==> src/rtl/meas_pkg.sv <==
// Shared types and default parameters for the period measurement and lock detector.
package meas_pkg;

    typedef enum logic [1:0] {
        IDLE  = 2'd0,
        FIRST = 2'd1,
        TRACK = 2'd2
    } pstab_state_t;

    localparam int DEF_CNT_WIDTH    = 24;
    localparam int DEF_TOL_SHIFT    = 4;
    localparam int DEF_STABLE_COUNT = 4;

endpackage

==> src/rtl/sync_edge_det.sv <==
// Multi-FF synchronizer for an asynchronous level plus a rising-edge detect register.
// Also used for adc_clk edge detection, so the chain depth is a parameter.
module sync_edge_det #(
    parameter int STAGES = 2
) (
    input  logic clk,
    input  logic rst,
    input  logic async_in,
    output logic sync,
    output logic rise
);

    logic [STAGES-1:0] r_sync;
    logic              r_last;

    always_ff @(posedge clk) begin
        if (rst) begin
            r_sync <= '0;
            r_last <= 1'b0;
        end else begin
            r_sync <= {r_sync[STAGES-2:0], async_in};
            r_last <= r_sync[STAGES-1];
        end
    end

    assign sync = r_sync[STAGES-1];
    assign rise = r_sync[STAGES-1] & ~r_last;

endmodule

==> src/rtl/period_stable_detect.sv <==
// Measures the period of a synchronized square wave between rising edges and
// asserts stable once enough consecutive periods agree within tolerance.
module period_stable_detect
    import meas_pkg::*;
#(
    parameter int CNT_WIDTH    = DEF_CNT_WIDTH,
    parameter int TOL_SHIFT    = DEF_TOL_SHIFT,
    parameter int STABLE_COUNT = DEF_STABLE_COUNT
) (
    input  logic                 clk,
    input  logic                 rst,
    input  logic                 en,
    input  logic                 signal_in,
    output logic                 signal_sync,
    output logic                 stable,
    output logic [CNT_WIDTH-1:0] period,
    output logic                 period_valid,
    output logic                 timeout,
    output pstab_state_t         dbg_state
);

    localparam logic [3:0] STABLE_LIM = 4'(STABLE_COUNT);

    pstab_state_t         r_state, w_state_next;
    logic [CNT_WIDTH-1:0] r_cnt, w_cnt_next;
    logic [CNT_WIDTH-1:0] r_prev, w_prev_next;
    logic [CNT_WIDTH-1:0] r_period, w_period_next;
    logic [3:0]           r_match_cnt, w_match_next;
    logic                 r_period_valid, w_pv_next;
    logic                 r_timeout, w_to_next;
    logic                 r_stable, w_stable_next;

    logic                 w_sync, w_rise;
    logic [CNT_WIDTH-1:0] w_new, w_tol;
    logic [CNT_WIDTH:0]   w_diff;
    logic                 w_match, w_sat;

    sync_edge_det #(.STAGES(2)) u_sync (
        .clk      (clk),
        .rst      (rst),
        .async_in (signal_in),
        .sync     (w_sync),
        .rise     (w_rise)
    );

    assign w_new   = r_cnt + 1'b1;
    assign w_tol   = r_prev >> TOL_SHIFT;
    assign w_diff  = (w_new >= r_prev) ? {1'b0, w_new - r_prev} : {1'b0, r_prev - w_new};
    assign w_match = (w_diff <= {1'b0, w_tol});
    assign w_sat   = &r_cnt;

    always_comb begin
        w_state_next  = r_state;
        w_cnt_next    = r_cnt;
        w_prev_next   = r_prev;
        w_period_next = r_period;
        w_match_next  = r_match_cnt;
        w_pv_next     = 1'b0;
        w_to_next     = 1'b0;

        if (!en) begin
            w_state_next = IDLE;
            w_cnt_next   = '0;
            w_match_next = '0;
        end else begin
            case (r_state)
                IDLE: begin
                    w_cnt_next   = '0;
                    w_match_next = '0;
                    if (w_rise) w_state_next = FIRST;
                end
                FIRST, TRACK: begin
                    w_cnt_next = r_cnt + 1'b1;
                    // A rise on the saturated count still yields a measurement.
                    if (w_rise) begin
                        if (r_state == TRACK) begin
                            if (w_match)
                                w_match_next = (r_match_cnt >= STABLE_LIM) ? STABLE_LIM
                                                                           : r_match_cnt + 4'd1;
                            else
                                w_match_next = '0;
                        end
                        w_prev_next   = w_new;
                        w_period_next = w_new;
                        w_pv_next     = 1'b1;
                        w_cnt_next    = '0;
                        w_state_next  = TRACK;
                    end else if (w_sat) begin
                        w_to_next    = 1'b1;
                        w_match_next = '0;
                        w_cnt_next   = '0;
                        w_state_next = IDLE;
                    end
                end
                default: begin
                    w_state_next = IDLE;
                    w_cnt_next   = '0;
                    w_match_next = '0;
                end
            endcase
        end

        w_stable_next = (w_match_next == STABLE_LIM);
    end

    always_ff @(posedge clk) begin
        if (rst) begin
            r_state        <= IDLE;
            r_cnt          <= '0;
            r_prev         <= '0;
            r_period       <= '0;
            r_match_cnt    <= '0;
            r_period_valid <= 1'b0;
            r_timeout      <= 1'b0;
            r_stable       <= 1'b0;
        end else begin
            r_state        <= w_state_next;
            r_cnt          <= w_cnt_next;
            r_prev         <= w_prev_next;
            r_period       <= w_period_next;
            r_match_cnt    <= w_match_next;
            r_period_valid <= w_pv_next;
            r_timeout      <= w_to_next;
            r_stable       <= w_stable_next;
        end
    end

    assign signal_sync  = w_sync;
    assign stable       = r_stable;
    assign period       = r_period;
    assign period_valid = r_period_valid;
    assign timeout      = r_timeout;
    assign dbg_state    = r_state;

endmodule
==> config.mk <==
export PLATFORM = sky130hd
export DESIGN_NAME = period_stable_detect
export DESIGN_NICKNAME = d
export VERILOG_FILES = /design/src/rtl/meas_pkg.sv /design/src/rtl/sync_edge_det.sv /design/src/rtl/period_stable_detect.sv
export SDC_FILE = /design/constraint.sdc
export NUM_CORES = 1
export LEC_CHECK = 0
export ABC_AREA = 1
export BUFFER_PORTS_ARGS = -buffer_cell sky130_fd_sc_hd__buf_4
export CAP_MARGIN = 20
export CORE_MARGIN = 1.5
export CORE_UTILIZATION = 57
export CTS_CLUSTER_DIAMETER = 150
export DETAILED_ROUTE_END_ITERATION = 7
export PLACE_DENSITY_LB_ADDON = 0.08
export SYNTH_ARGS = -nofsm -noshare
export SYNTH_HDL_FRONTEND = slang
export SYNTH_SLANG_ARGS = --single-unit
==> constraint.sdc <==
create_clock -name clk -period 4.44 [get_ports clk]
set_input_delay 0.222 -clock clk [delete_from_list [all_inputs] [get_ports clk]]
set_output_delay 0.222 -clock clk [all_outputs]
set_load 0.01 [all_outputs]
==> flow_summary_export.csv, run 1 <==
group,metric,value,unit
outcome,status,"finished, violations left",
outcome,violations,"setup timing",
global_route,grt_pass1_vias,6721,
power_and_ir_drop,p_seq_frac,0.365,
timing,min_period_over_period,1.17,
yosys,ys_seq_elements,60,
clocking,clockRootBuffer,"clkbuf_8",
timing,finalCriticalPeriod,5.21,ns
power_and_ir_drop,p_sw,0.467,mW
worst_setup_path,critical_path_buf_inv_count,5,
final_layout,utilization,0.813,
power_and_ir_drop,power_leakage,4.58,nW
power_and_ir_drop,p_clk_frac,0.384,
worst_setup_path,cp-start-kind,"register",
clocking,clkLatencyLatePin,0.36,ns
die,dieHeight,106,µm
power_and_ir_drop,peakVddDrop,0.220,mV
die,die_area,11300,µm²
placement,gp_congestion,0.980,
final_layout,fillers,725,
power_and_ir_drop,power_frac_comb,0.252,
yosys,ys_types,45,
yosys,synth_ff_type,"dfxtp_1",
clocking,clkTransAtPathRegs,0.08,ns
routing,first_pass_iters,5,
timing,setup_slack,-0.769,ns
yosys,synth_fa_ha_area_frac,0.157,
clocking,htreeDepth,3,
run,cap_violations,0,
worst_setup_path,cpPeakStageDelay,0.37,ns
clocking,cts_buffers,9,
clocking,cts_tree,"done",
worst_setup_path,critPathArrivalTime,5.48,ns
timing,finalHoldViolCount,0,
routing,routed_wl,21900,µm
yosys,yosysMostFrequentCell,"nand2_1",
routing,dr_total_vias,7247,
yosys,synth_simple_gate_area_frac,0.333,
timing,slew_headroom,0.445,
yosys,yosysSeqAreaShare,0.197,
final_layout,final_layout_size_suffix_gt1_frac,0.276,
die,die_w,106,µm
worst_setup_path,path_class,"register to register",
routing,antenna_left,0,
global_route,grt_use_total,0.370,
clocking,cts_buffer_depth,2,
yosys,synth_top_area_cell,"dfxtp_1",
routing,routed_via_density,5.47,
worst_setup_path,path_max_fanout,5,
timing,rsz0062_at_grt,"true",
final_layout,diodes,0,
yosys,syn_inst,988,
routing,drc,0,
yosys,synth_top_family_by_area,"simple AND/OR/NAND/NOR gates",
yosys,synth_compound_area_frac,0.128,
worst_setup_path,required,4.71,ns
yosys,synth.net_count,1067,
timing,max_freq,192,MHz
power_and_ir_drop,p_sw_frac,0.314,
yosys,syn_area_per_cell,6.16,µm²
yosys,synth_xor_area_frac,0.0504,
die,start_util,0.589,
routing,avgRoutedWirePerCell,16.5,µm
worst_setup_path,worst_path_max_delay_cell,"dfxtp_2",
placement,port_buffers,33,
yosys,synth_top_cell_area_share,0.197,
yosys,synthArstFlopShare,0,
timing,setup_violations,4,
global_route,grt_max_degree,28,
timing,drv_slew,0,
global_route,overflow,0,
worst_setup_path,crit_path_frequent_cell,"nand2_1",
clocking,cts_num_sinks,60,
worst_hold_path,hold_class,"primary input to register",
power_and_ir_drop,fin_total_pwr,1.49,mW
worst_setup_path,crit_path_end_kind,"register",
die,io_pins,34,
yosys,synth_mux_area_frac,0.00165,
die,core-area,10300,µm²
yosys,yosysWarnings,0,
yosys,synth_edf_count,0,
final_layout,finalNetCount,1264,
worst_setup_path,cp_top_family,"simple AND/OR/NAND/NOR gates",
timing,clock-skew-final,0.0113,ns
global_route,grt_pass1_wl,32300,µm
power_and_ir_drop,power_density,177,nW/µm²
die,rows,37,
timing,worstMarginPinSlew,0.832,ns
final_layout,syn2layout_area_growth,38.0,%
yosys,ys_top_cells_by_count,"278 x nand2_1, 189 x inv_1, 83 x nor2_1, 77 x a21oi_1, 73 x ha_1",
global_route,antenna_found_initial,0,
routing,drt_iter0_drc,752,
yosys,netlist_area,6080,µm²
placement,place_hpwl,15600,µm
power_and_ir_drop,p_int,1.02,mW
yosys,synth.area.top_cells,"dfxtp_1 20%, nand2_1 17%, ha_1 15%",
-- routing by layer --
metal / global-route usage / vias to the layer above / wire length, µm
met5: 0 / - / 0
met4: 0.144 / 0 / 796
met3: 0.0674 / 82 / 1800
met2: 0.590 / 358 / 10000
met1: 0.494 / 3332 / 9320
li1: - / 3475 / -
-- worst paths after layout --
path                         start               end  slack [ns]  cells after the start
setup / recovery          r_cnt[1]            stable       -0.77                     35
hold / removal           signal_in  u_sync.r_sync[0]        0.06                      3
setup reg to reg          r_cnt[1]            stable       -0.77                     35
hold reg to reg   u_sync.r_sync[0]  u_sync.r_sync[1]        0.41                      2
-- kinds of logic after synthesis --
family | Yosys count
AO/OA/AOI/OAI | 144
XOR/XNOR | 35
adder cells (fa/ha/maj) | 75
buffers and inverters | 207
flip-flops | 60
multiplexers | 1
AND/OR/NAND/NOR | 466
-- through the flow --
step                      worst slack [ns]  hold slack (ns)  setup TNS [ns]  area [µm²]  instances
final                               -0.769           0.0617           -2.84        8390       1326
after global routing                 -1.02           0.0900           -3.87        8390       1326
after CTS                           -0.456           0.0619           -1.67        8160       1323
after detailed placement            -0.764            0.397           -2.82        7610       1292
after global placement              -0.596            0.401           -2.22        7610       1292
after floorplan                     -0.198            0.329          -0.657        6150        988
-- placed cells by master (no fill, tap or decap), types with 6 or more instances in the layout --
| cell | n |
|---|---|
| nand2_2 | 25 |
| buf_4 | 194 |
| nand3_2 | 6 |
| nor2_4 | 12 |
| nor2_2 | 9 |
| o21ai_0 | 34 |
| nand2_4 | 7 |
| inv_2 | 6 |
| nand3_1 | 38 |
| a21oi_1 | 70 |
| xor2_2 | 6 |
| o21ai_1 | 8 |
| inv_1 | 184 |
| clkbuf_8 | 10 |
| ha_1 | 63 |
| a21oi_2 | 9 |
| ha_4 | 10 |
| nor2_1 | 78 |
| o21bai_1 | 6 |
| nand4_1 | 10 |
| xor2_1 | 22 |
| xnor2_1 | 6 |
| dfxtp_1 | 57 |
| nand2_1 | 256 |
| nor3_1 | 6 |
-- final cells by class --
class	instances	area, µm²	share of cell area
Sequential cell	60	1210	0.144
Clock buffer	10	138	0.0164
Clock inverter	6	87.6	0.0104
Tap cell	136	170	0.0203
Timing Repair Buffer	198	1510	0.180
Multi-Input combinational cell	723	4550	0.542
Inverter	193	729	0.0869
-- worst reg2reg max path: cells and delay by family (launching register included) --
kind	cells	cell delay (ns)
AND/OR/NAND/NOR	21	2.52
AO/OA/AOI/OAI	5	0.76
adder cells (fa/ha/maj)	2	0.53
buffers and inverters	5	0.52
XOR/XNOR	2	0.43
flip-flops	1	0.37
-- power groups by stage --
stage	logic (mW)	clock network, mW	registers (mW)
3_5_place_dp	0.296	0	0.554
2_1_floorplan	0.205	0	0.555
5_1_grt	0.401	0.593	0.542
3_3_place_gp	0.292	0	0.554
4_1_cts	0.313	0.569	0.542
6_report	0.374	0.570	0.542
-- repair_timing --
item | in CTS | in global routing
pin swaps | 19 | 29
hold buffers | 0 | 0
gates resized for setup | 40 | 45
buffers inserted | 13 | 3
gates cloned | 2 | 0
setup endpoints to repair | 4 | 4
-- state kept, by name (all words and copies together), names as in the netlist --
name	count
stable	1
r_cnt	24
u_sync.r_last	1
period	24
period_valid	1
u_sync.r_sync	2
r_match_cnt	4
timeout	1
dbg_state	2
No activity file was read; power rests on OpenSTA's default activity.
==> run 2: changes to the inputs <==
--- a/config.mk
+++ b/config.mk
@@ -5,11 +5,12 @@
 export SDC_FILE = /design/constraint.sdc
 export NUM_CORES = 1
 export LEC_CHECK = 0
-export ABC_AREA = 1
 export BUFFER_PORTS_ARGS = -buffer_cell sky130_fd_sc_hd__buf_4
 export CAP_MARGIN = 20
+export CELL_PAD_IN_SITES_DETAIL_PLACEMENT = 1
+export CELL_PAD_IN_SITES_GLOBAL_PLACEMENT = 2
 export CORE_MARGIN = 1.5
-export CORE_UTILIZATION = 57
+export CORE_UTILIZATION = 37
 export CTS_CLUSTER_DIAMETER = 150
 export DETAILED_ROUTE_END_ITERATION = 7
 export PLACE_DENSITY_LB_ADDON = 0.08
==> constraint.sdc (replaced) <==
create_clock -name clk -period 5.05 [get_ports clk]
set_input_delay 0.2525 -clock clk [delete_from_list [all_inputs] [get_ports clk]]
set_output_delay 0.2525 -clock clk [all_outputs]
set_load 0.01 [all_outputs]
==> run 2 against run 1 <==
  * The run still ends with setup timing left
  * Non-clock buffer count rose by 65
  * Sequential share of layout area is 0.10 points lower
  * Highest routed layer unchanged
  * Combinational power increased by 6.1%
  * Critical path type unchanged
  * Sequential power decreased by 12%
  * Largest cell class unchanged
==> flow_summary_export.csv, run 2 <==
group,metric,value,unit
outcome,status,"finished, violations left",
outcome,violations,"setup timing",
routing,drt_iter0_drc,342,
yosys,synth_edf_count,0,
timing,setup_slack,-0.864,ns
routing,first_pass_iters,4,
worst_setup_path,crit_path_end_kind,"register",
yosys,ys_top_cells_by_count,"93 x nor2_1, 73 x ha_1, 62 x a21oi_1, 62 x inv_1, 60 x dfxtp_1",
routing,routed_via_density,5.70,
global_route,grt_pass1_wl,37600,µm
final_layout,multi_input_area,4490,µm²
placement,gp_congestion,0.957,
yosys,synth_compound_area_frac,0.248,
placement,placed_area,7500,µm²
yosys,syn_area_per_cell,7.65,µm²
worst_setup_path,cp-start-kind,"register",
final_layout,syn2layout_area_growth,54.7,%
global_route,grt_max_degree,48,
yosys,ys_seq_elements,60,
worst_setup_path,path_class,"register to register",
timing,clock-skew-final,0.00955,ns
placement,port_buffers,33,
yosys,synth_top_cell_area_share,0.220,
yosys,synthArstFlopShare,0,
final_layout,fillers,1737,
timing,slew_headroom,0.340,
worst_setup_path,crit_path_frequent_cell,"and3_4",
routing,avgRoutedWirePerCell,22.6,µm
yosys,synth_top_family_by_area,"compound AO/OA/AOI/OAI gates",
timing,finalHoldViolCount,0,
worst_setup_path,required,5.33,ns
die,rows,44,
worst_setup_path,worst_path_max_delay_cell,"a221o_1",
final_layout,diodes,0,
yosys,synth_mux_area_frac,0.0195,
yosys,synth_xor_area_frac,0.0673,
final_layout,final_cells,1140,
global_route,overflow,0,
yosys,synth.area.top_cells,"dfxtp_1 22%, ha_1 17%, nor2_1 6.4%",
yosys,yosysMostFrequentCell,"nor2_1",
final_layout,final_cell_mix,"257 x buf_4, 83 x nor2_1, 62 x ha_1",
clocking,cts_buffer_depth,2,
yosys,synth_top_area_cell,"dfxtp_1",
die,die_w,125,µm
final_layout,final_common_cell,"buf_4",
routing,antenna_left,0,
yosys,synth_simple_gate_area_frac,0.194,
yosys,synth_fa_ha_area_frac,0.175,
clocking,cts_buffers,9,
clocking,holdBufCountCts,0,
die,core-area,14500,µm²
power_and_ir_drop,power_leakage,3.98,nW
die,die_area,15500,µm²
final_layout,finalNetCount,1032,
timing,finalCriticalPeriod,5.91,ns
yosys,netlist_area,5460,µm²
clocking,clkLatencyLatePin,0.34,ns
power_and_ir_drop,power_density,177,nW/µm²
final_layout,seq_area,1210,µm²
final_layout,utilization,0.584,
die,dieHeight,125,µm
final_layout,final_area,8450,µm²
yosys,yosysWarnings,0,
timing,totalNegativeSetupSlack,-3.06,ns
worst_setup_path,cpPeakStageDelay,0.39,ns
placement,place_hpwl,19100,µm
timing,min_period_over_period,1.17,
worst_setup_path,critPathArrivalTime,6.20,ns
die,io_pins,34,
timing,worstMarginPinSlew,0.989,ns
yosys,syn_inst,714,
placement,dp_cells,1111,
placement,pre_cts_ws,-1.33,ns
timing,max_freq,169,MHz
die,start_util,0.377,
global_route,grt_use_total,0.309,
worst_hold_path,hold_class,"primary input to register",
routing,dr_total_vias,6503,
final_layout,final_layout_size_suffix_gt1_frac,0.407,
global_route,grt_pass1_vias,6804,
routing,routed_wl,25800,µm
clocking,clockRootBuffer,"clkbuf_16",
yosys,ys_types,67,
clocking,clkTransAtPathRegs,0.06,ns
yosys,yosysSeqAreaShare,0.220,
timing,drv_slew,0,
worst_setup_path,path_max_fanout,5,
routing,drc,0,
clocking,cts_num_sinks,60,
yosys,synth.net_count,793,
global_route,antenna_found_initial,0,
power_and_ir_drop,peakVddDrop,0.179,mV
clocking,htreeDepth,3,
timing,rsz0062_at_grt,"true",
timing,setup_violations,4,
clocking,cts_tree,"done",
worst_setup_path,reg2reg_slack,-0.86,ns
yosys,synth_ff_type,"dfxtp_1",
run,cap_violations,0,
## run 2: stage by stage
step | hold WS (ns) | total power, mW
6_report | 0.149 | 1.50
5_1_grt | 0.179 | 1.54
4_1_cts | 0.162 | 1.44
3_5_place_dp | 0.458 | 0.782
3_3_place_gp | 0.437 | 0.770
2_1_floorplan | 0.381 | 0.656
## run 2: cell families after synthesis
family | Yosys count
flip-flops | 60
multiplexers | 10
AND/OR/NAND/NOR | 225
XOR/XNOR | 42
adder cells (fa/ha/maj) | 75
AO/OA/AOI/OAI | 205
buffers and inverters | 97
## run 2: where the power goes
part / leakage [nW] / switching (mW) / internal [mW]
Sequential: 0.486 / 0.00140 / 0.476
Clock: 0.140 / 0.231 / 0.389
Combinational: 3.35 / 0.215 / 0.183
Total: 3.98 / 0.447 / 1.05
## run 2: critical path: cells and delay by family, from the launching register on
family	cells	cell delay [ns]
buffers and inverters	3	0.40
AO/OA/AOI/OAI	10	2.00
AND/OR/NAND/NOR	11	1.52
adder cells (fa/ha/maj)	2	0.53
XOR/XNOR	2	0.40
multiplexers	2	0.64
flip-flops	1	0.33
## run 2: metal layers
metal / routed length (µm) / vias to the layer above / track usage
met5: 0 / - / 0
met4: 745 / 0 / 0.0967
met3: 1040 / 56 / 0.0348
met2: 12400 / 161 / 0.519
met1: 11600 / 3273 / 0.413
li1: - / 3013 / -
## run 2: area by class of cell
class / count / area share
multi-input cells: 557 / 0.531
repair buffers: 263 / 0.237
flip-flops and latches: 60 / 0.143
clock buffers: 10 / 0.0283
inverters: 62 / 0.0275
well taps: 184 / 0.0272
clock inverters: 4 / 0.00607
## run 2: final timing paths
kind	end	depth (start not counted)	startpoint
setup / recovery	stable	30	r_cnt[2]
hold / removal	u_sync.r_sync[0]	2	signal_in
setup reg to reg	stable	30	r_cnt[2]
hold reg to reg	u_sync.r_sync[1]	1	u_sync.r_sync[0]
## run 2: what timing repair did
item                       in CTS  in global routing
setup endpoints to repair       4                  4
setup buffers                   7                  8
pin swaps                      40                 39
gates resized for setup        47                 57
==> run 3: changes to the inputs <==
--- a/config.mk
+++ b/config.mk
@@ -17,3 +17,4 @@
 export SYNTH_ARGS = -nofsm -noshare
 export SYNTH_HDL_FRONTEND = slang
 export SYNTH_SLANG_ARGS = --single-unit
+export TNS_END_PERCENT = 50
==> run 3 against run 2 <==
  * The flow still finishes with violations (setup timing)
  * Cell count is 0.26% lower
  * Count of clock-buffer cells in the layout is 2 higher
  * Fmax is 0.40% lower
  * Flip-flop and latch count stayed put
  * Largest cell class unchanged
==> flow_summary_export.csv, run 3 (synthesis gave the netlist of run 2 again) <==
group,metric,value,unit
timing,clock-skew-final,0.0113,ns
placement,gp_congestion,0.966,
timing,slew_headroom,0.350,
die,rows,44,
power_and_ir_drop,p_clk_frac,0.399,
placement,place_hpwl,18500,µm
die,die_area,15500,µm²
worst_setup_path,crit_path_end_kind,"register",
die,io_pins,34,
power_and_ir_drop,power_leakage,3.95,nW
global_route,overflow,0,
global_route,antenna_found_initial,0,
final_layout,final_common_cell,"buf_4",
worst_setup_path,cp_top_family,"simple AND/OR/NAND/NOR gates",
routing,routed_wl,23300,µm
worst_setup_path,timing.rr.end,"stable",
worst_hold_path,min_from,"signal_in",
clocking,cts_tree,"done",
worst_setup_path,required,5.33,ns
power_and_ir_drop,peakVddDrop,0.198,mV
timing,finalHoldViolCount,0,
die,die_w,125,µm
power_and_ir_drop,p_sw_frac,0.300,
timing,drv_slew,0,
worst_setup_path,path_class,"register to register",
routing,drt_iter0_drc,349,
timing,max_freq,168,MHz
timing,setup_slack,-0.888,ns
worst_setup_path,reg2reg_slack,-0.89,ns
worst_setup_path,reg2reg_depth,30,
routing,avgRoutedWirePerCell,20.5,µm
clocking,cts_buffer_depth,2,
die,core-area,14500,µm²
worst_setup_path,worst_path_max_delay_cell,"a221o_1",
timing,totalNegativeSetupSlack,-3.16,ns
worst_hold_path,hold_path_depth,2,
clocking,clockRootBuffer,"clkbuf_16",
clocking,clkLatencyLatePin,0.34,ns
clocking,clkTransAtPathRegs,0.06,ns
final_layout,diodes,0,
timing,worstMarginPinSlew,0.975,ns
run,cap_violations,0,
worst_setup_path,path_max_fanout,4,
power_and_ir_drop,p_int,0.998,mW
power_and_ir_drop,power_frac_comb,0.266,
outcome,status,"finished, violations left",
worst_setup_path,cp-start-kind,"register",
routing,dr_total_vias,6300,
clocking,holdBufCountCts,0,
final_layout,final_cell_mix,"252 x buf_4, 88 x nor2_1, 62 x ha_1",
clocking,htreeDepth,3,
routing,drc,0,
worst_hold_path,hold_class,"primary input to register",
die,dieHeight,125,µm
global_route,grt_pass1_vias,6506,
outcome,violations,"setup timing",
placement,dp_cells,1105,
timing,setup_violations,4,
global_route,grt_max_degree,48,
final_layout,final_layout_size_suffix_gt1_frac,0.378,
timing,whs,0.150,ns
worst_setup_path,rr_startpoint,"r_cnt[2]",
worst_hold_path,hold_end,"u_sync.r_sync[0]",
final_layout,finalNetCount,1027,
global_route,grt_use_total,0.291,
timing,finalCriticalPeriod,5.94,ns
final_layout,utilization,0.572,
routing,routed_via_density,5.54,
clocking,cts_buffers,9,
global_route,grt_pass1_wl,35400,µm
timing,rsz0062_at_grt,"true",
worst_setup_path,cpPeakStageDelay,0.34,ns
worst_setup_path,critPathArrivalTime,6.22,ns
power_and_ir_drop,power_density,172,nW/µm²
final_layout,syn2layout_area_growth,51.7,%
placement,port_buffers,33,
worst_setup_path,critical_path_buf_inv_count,5,
power_and_ir_drop,p_seq_frac,0.335,
timing,min_period_over_period,1.18,
routing,first_pass_iters,5,
routing,antenna_left,0,
die,start_util,0.377,
clocking,cts_num_sinks,60,
final_layout,final_cells,1137,
power_and_ir_drop,p_sw,0.428,mW
run 3: cell count changes in the layout (fill, tap and decap cells not counted), moves of 4 or more:
cell | previous run | this run
buf_4 | 257 | 252
nor2_1 | 83 | 88
xor2_2 | 8 | 4
inv_2 | 8 | 4
nand2_1 | 36 | 40
run 3: worst max-delay path by stage:
stage / startpoint / end / cells past startpoint
2_1_floorplan: r_cnt[2] / stable / 32
5_1_grt: r_cnt[2] / stable / 30
6_report: r_cnt[2] / stable / 30
4_1_cts: r_cnt[2] / stable / 30
3_5_place_dp: r_cnt[4] / stable / 30
3_3_place_gp: r_cnt[4] / stable / 30
run 3: layout make-up:
class	instances	area, µm²
Fill cell	1749	6190
Multi-Input combinational cell	557	4370
Timing Repair Buffer	258	1970
Sequential cell	60	1210
Clock buffer	12	246
Inverter	62	235
Tap cell	184	230
Clock inverter	4	25.0
run 3: power by group through the flow:
| stage | Sequential (mW) | Combinational (mW) | Clock (mW) |
|---|---|---|---|
| 2_1_floorplan | 0.488 | 0.167 | 0 |
| 3_3_place_gp | 0.487 | 0.282 | 0 |
| 3_5_place_dp | 0.487 | 0.293 | 0 |
| 4_1_cts | 0.477 | 0.328 | 0.582 |
| 5_1_grt | 0.477 | 0.400 | 0.594 |
| 6_report | 0.477 | 0.379 | 0.569 |
run 3: timing repair:
action | CTS | global route
pin swaps | 36 | 37
resized for setup | 39 | 35
setup endpoints to repair | 4 | 4
buffers inserted | 8 | 9
run 3: per-layer routing:
metal	track usage	vias to the layer above	part of all wire
met5	0	-	0
met2	0.477	122	0.47
met4	0.0845	0	0.018
met1	0.405	3137	0.48
li1	-	3013	-
met3	0.0275	28	0.031
run 3: metrics by stage:
stage	cell area [µm²]	setup WS, ns	total power, mW
floorplan	5600	-0.669	0.656
global placement	7450	-1.04	0.769
detailed placement	7450	-1.37	0.780
CTS	7990	-0.767	1.39
global route	8290	-1.13	1.47
finish	8290	-0.888	1.43
run 3: worst reg2reg max path: cells and delay by family, from the launching register on:
family	cells	cell delay [ns]
AO/OA/AOI/OAI	9	1.84
XOR/XNOR	2	0.37
buffers and inverters	5	0.59
adder cells (fa/ha/maj)	2	0.57
multiplexers	1	0.29
flip-flops	1	0.32
AND/OR/NAND/NOR	11	1.90
